**config.mk**
```make
export PLATFORM = sky130hd
export DESIGN_NAME = bam_prod_accumulator
export DESIGN_NICKNAME = d
export VERILOG_FILES = /design/src/rtl/bam_prod_accumulator.sv
export SDC_FILE = /design/constraint.sdc
export NUM_CORES = 1
export LEC_CHECK = 0
export CAP_MARGIN = 20
export CORE_MARGIN = 10
export CORE_UTILIZATION = 47
export CTS_CLUSTER_DIAMETER = 120
export CTS_CLUSTER_SIZE = 28
export DETAILED_ROUTE_END_ITERATION = 8
export HOLD_SLACK_MARGIN = 0.05
export PLACE_DENSITY = 0.79
export SYNTH_ARGS = -nofsm -noshare
export SYNTH_HDL_FRONTEND = slang
export SYNTH_SLANG_ARGS = --single-unit
```
**constraint.sdc**
```tcl
create_clock -name clk -period 1.8 [get_ports clk]
set_input_delay 0.36 -clock clk [delete_from_list [all_inputs] [get_ports clk]]
set_output_delay 0.36 -clock clk [all_outputs]
set_load 0.02 [all_outputs]
```
**src/rtl/bam_prod_accumulator.sv**
```systemverilog
// Packet accumulator for broken-array multiplier products. Only product bits
// above the always-zero cut are summed; the result is handed off over valid/ready.
module bam_prod_accumulator #(
  parameter int ACC_W = 24,
  parameter int DROP  = 12,
  parameter int CNT_W = 16,
  parameter bit SAT   = 1'b1
) (
  input  logic             clk,
  input  logic             rst_n,
  input  logic [15:0]      prod,
  input  logic             prod_valid,
  input  logic             prod_last,
  output logic             prod_ready,
  output logic [ACC_W-1:0] sum,
  output logic [CNT_W-1:0] cnt,
  output logic             ovf,
  output logic             drop_nz,
  output logic             sum_valid,
  input  logic             sum_ready
);

  localparam int AW = ACC_W - DROP;
  localparam int PW = 16 - DROP;

  // Handshakes: an input beat transfers on a rising edge where prod_valid and
  // prod_ready are both high; a result transfers where sum_valid and sum_ready
  // are both high. Both ready/valid outputs are registered copies of the state.
  typedef enum logic {ST_ACC = 1'b0, ST_HOLD = 1'b1} state_t;

  state_t           state_q, state_d;
  logic             prod_ready_d, sum_valid_d;
  logic             beat, done;
  logic [AW-1:0]    acc_q, acc_upd;
  logic [AW:0]      acc_ext;
  logic [CNT_W-1:0] cnt_q, cnt_upd;
  logic             ovf_q, ovf_upd, dnz_q, dnz_upd, carry;

  assign beat = prod_valid && prod_ready;
  assign done = (state_q == ST_HOLD) && sum_ready;

  // State register
  always_ff @(posedge clk or negedge rst_n) begin
    if (!rst_n) state_q <= ST_ACC;
    else        state_q <= state_d;
  end

  // Next-state logic
  always_comb begin
    state_d = state_q;
    case (state_q)
      ST_ACC:  if (beat && prod_last) state_d = ST_HOLD;
      ST_HOLD: if (sum_ready)         state_d = ST_ACC;
      default: state_d = ST_ACC;
    endcase
  end

  // Output logic: next values of the registered handshake outputs
  always_comb begin
    prod_ready_d = (state_d == ST_ACC);
    sum_valid_d  = (state_d == ST_HOLD);
  end

  // prod_ready resets low, so the first beat lands one cycle after release.
  always_ff @(posedge clk or negedge rst_n) begin
    if (!rst_n) begin
      prod_ready <= 1'b0;
      sum_valid  <= 1'b0;
    end else begin
      prod_ready <= prod_ready_d;
      sum_valid  <= sum_valid_d;
    end
  end

  // Datapath: one extra bit catches the carry-out of the truncated sum.
  always_comb begin
    acc_ext = {1'b0, acc_q} + {{(AW + 1 - PW){1'b0}}, prod[15:DROP]};
    carry   = acc_ext[AW];
    acc_upd = (SAT && carry) ? {AW{1'b1}} : acc_ext[AW-1:0];
    cnt_upd = (&cnt_q) ? cnt_q : cnt_q + {{(CNT_W-1){1'b0}}, 1'b1};
    ovf_upd = ovf_q | carry;
    dnz_upd = dnz_q | (|prod[DROP-1:0]);
  end

  always_ff @(posedge clk or negedge rst_n) begin
    if (!rst_n) begin
      acc_q <= '0;
      cnt_q <= '0;
      ovf_q <= 1'b0;
      dnz_q <= 1'b0;
    end else if (done) begin
      acc_q <= '0;
      cnt_q <= '0;
      ovf_q <= 1'b0;
      dnz_q <= 1'b0;
    end else if (beat) begin
      acc_q <= acc_upd;
      cnt_q <= cnt_upd;
      ovf_q <= ovf_upd;
      dnz_q <= dnz_upd;
    end
  end

  // Result registers: loaded with the final beat folded in, held through HOLD.
  always_ff @(posedge clk or negedge rst_n) begin
    if (!rst_n) begin
      sum     <= '0;
      cnt     <= '0;
      ovf     <= 1'b0;
      drop_nz <= 1'b0;
    end else if (done) begin
      sum     <= '0;
      cnt     <= '0;
      ovf     <= 1'b0;
      drop_nz <= 1'b0;
    end else if (beat && prod_last) begin
      sum     <= {acc_upd, {DROP{1'b0}}};
      cnt     <= cnt_upd;
      ovf     <= ovf_upd;
      drop_nz <= dnz_upd;
    end
  end

endmodule

```
==> summary.txt <==
Setup path
  • Cell Chain, Critical Path: ha_4, inv_2, fa_2, nor2b_4, o21ai_4, a21boi_2, buf_6, o41ai_1, a21oi_1
  • Worst EP required: 2.04 ns
  • Slowest stage cell, crit path: dfrtp_1
  • CP Class: flip-flop to flip-flop
  • Critical path arrival: 2.18 ns
  • Crit. End Element: flip-flop
  • Crit path launch type: flip-flop
  • Max stage delay on crit path: 0.42 ns
  • Crit Path Max Fanout: 6

Min path
  • Worst Hold Class: flip-flop to flip-flop

Detailed routing
  • Vias/cell: roughly 5.8
  • Via count: ~3.3k
  • Total wire length: between 10000 and 15000 um
  • Initial DRT Pass Iterations: 5
  • Post-route ant nets: 0
  • Post-route DRC: 0
  • First DRT Iteration DRCs: between 200 and 250
  • WL/cell: about 19 um

Layout
  • Area grow syn2layout: 46.59%
  • Final nets: 503
  • Commonest non-fill, non-tap cell in the layout: dfrtp_1
  • # diodes: 0
  • Most frequent cells in the layout: dfrtp_1 (59), buf_4 (57), clkdlybuf4s50_1 (49)
  • Layout cells sized above 1: about a third

Placed design
  • Routability congestion estimate: 0.9480
  • Hpwl dp: 7039 um
  • Pre-CTS WS: -0.6855 ns
  • Buffers on Ports: 52

Power and ir drop
  • Design Power: 6.387 mW
  • LEAKAGE: roughly 2.1 nW
  • PwrDens: about 1300 nW/um2
  • Peak VDD IR: ~1100 uV

Flow run
  • Max Cap Viol: 0

Die
  • Chip width: 105.3 um
  • Num ports: 65
  • Starting Density: 47.60%
  • Core box area: around 7200 um2
  • Die extent in y: between 100 and 150 um
  • # rows: 31
  • Die area: between 10000 and 15000 um2

Timing
  • Fmax: 514.1 MHz
  • Crit share post-route: 108.1%
  • Final setup margin: -0.1450 ns
  • Final setup viols: 17
  • RSZ-0062 raised after global routing: yes
  • Clock period minus worst slack: 1.945 ns
  • Clk_skew: around 0.0072 ns
  • Final Hold Fails: 0
  • Slew Limit Fails: 0

Logic synthesis
  • Post-synth EDFFs: 0
  • Cells after Synth: about 370
  • Most used DFF post-synth: dfrtp_1
  • Distinct cells, synth: 53
  • Asr flop ratio synth: 100.0%
  • Synth warn: 0
  • Sequential share of the synthesized area: between 40% and 50%
  • Mean cell area of the mapped netlist: between 9 and 10 um2
  • Synthesized cell area: between 3000 and 4000 um2
  • Register bit count reported by yosys: between 60 and 70

Clock network
  • Depth of the CTS H-tree: 3
  • CTS buffer count: 9
  • Sink Count: a little over 60
  • Clock Latency Late Sink: about 0.36 ns
  • Reg clk slew, reported paths: around 0.080 ns
  • CTS tree: done
  • Root Buffer: clkbuf_8
  • Clock buffer depth: 2

Status
  • Status: complete, but fails checks
  • Violated checks: negative setup slack

Global routing
  • Total gr overflow: 0
  • Overall Global Routing Usage: 18.13%
  • Initial antenna violation count: 0
  • Largest net degree at the start of global routing: 63
  • Global-route wire length before repair: 16610 um
  • Vias in the first global route: between 3k and 4k
cell families after synthesis:
logic type | after synthesis | share of synthesized area (%)
compound gates | 106 | 19.63
xor+xnor | 22 | 5.641
fa+ha+maj | 6 | 2.418
buf+inv | 41 | 6.081
flops | 62 | 45.42
mux | 8 | 2.344
other cells | 1 | 0.1098
simple gates | 122 | 18.35
final cells by class:
cell class                      count  area [um2]
Inverter                            8       30.03
Clock inverter                      7       57.56
Multi-Input combinational cell    276        2029
Timing Repair Buffer              119        1087
Sequential cell                    62        1555
Tap cell                           99       123.9
Fill cell                         511        2168
Clock buffer                        9       123.9
layer usage:
metal	GRT usage, %	vias up	share of wire, %
met3	5.177	20	6.5
met1	23.37	1648	43
met4	7.843	0	2.4
met2	27.73	155	48
li1	-	1524	-
met5	0	-	0
flip-flops by register name (all words and copies together) (netlist names):
signal / flops
dnz_q: 1
ovf_q: 1
prod_ready: 1
ovf: 1
acc_q: 12
sum: 12
sum_valid: 1
cnt: 16
drop_nz: 1
cnt_q: 16
synth_stat cells (6+ instances only):
library cell	n	area, um2
dfrtp_1	62	1551
nor2_1	38	142.6
a21oi_1	30	150.1
o21ai_0	26	130.1
nand2_1	25	93.84
xnor2_1	22	192.7
nand3_1	20	100.1
clkbuf_1	16	60.06
buf_4	13	97.59
a211oi_1	11	82.58
inv_1	8	30.03
mux2i_1	8	80.08
a31oi_1	6	37.54
nand4_1	6	37.54
o21ai_1	6	30.03
report_power, final:
part           switching [mW]  internal [mW]  total, mW
Clock                   0.661          0.515       1.18
Sequential              0.285           1.74       2.02
Combinational            1.70           1.49       3.19
Total                    2.65           3.74       6.39
worst max-delay path: cells and delay by family, from the launching register on:
kind | cells | cell delay (ns)
AOI/OAI and AO/OA | 4 | 0.75
DFF | 1 | 0.42
adders and majority gates | 2 | 0.39
buffers and inverters | 2 | 0.20
and+or+nand+nor | 1 | 0.06
stage by stage:
step | hold slack [ns] | instance area [um2] | instances | utilization (%) | TNS, ns
5_1_grt | 0.5380 | 5007 | 580 | 69.78 | -2.704
2_1_floorplan | 0.06441 | 3481 | 379 | - | -0.06503
6_report | 0.5102 | 5007 | 580 | 69.78 | -1.251
4_1_cts | 0.5120 | 4720 | 576 | 65.77 | -1.689
3_3_place_gp | 0.3921 | 4431 | 555 | 61.74 | -13.20
3_5_place_dp | 0.3981 | 4431 | 555 | 61.74 | -14.72
path summary, 6_finish.rpt:
path | start | endpoint | slack [ns] | cells past startpoint
setup / recovery | acc_q[0] | acc_q[5] | -0.15 | 9
hold / removal | cnt[0] | cnt[0] | 0.51 | 2
setup reg to reg | acc_q[0] | acc_q[5] | -0.15 | 9
hold reg to reg | cnt[0] | cnt[0] | 0.51 | 2
max in group asynchronous | rst_n | acc_q[1] | 0.98 | 3
min in group asynchronous | rst_n | sum[12] | 0.54 | 3
what timing repair did:
item / CTS / global route
hold buffers: 1 / 0
endpoints found under the setup margin: 26 / 37
pin swaps: 13 / 30
endpoints found under the hold margin: 62 / 0
gates resized for setup: 20 / 57
setup buffers: 4 / 6
No activity file was read; power rests on OpenSTA's default activity.
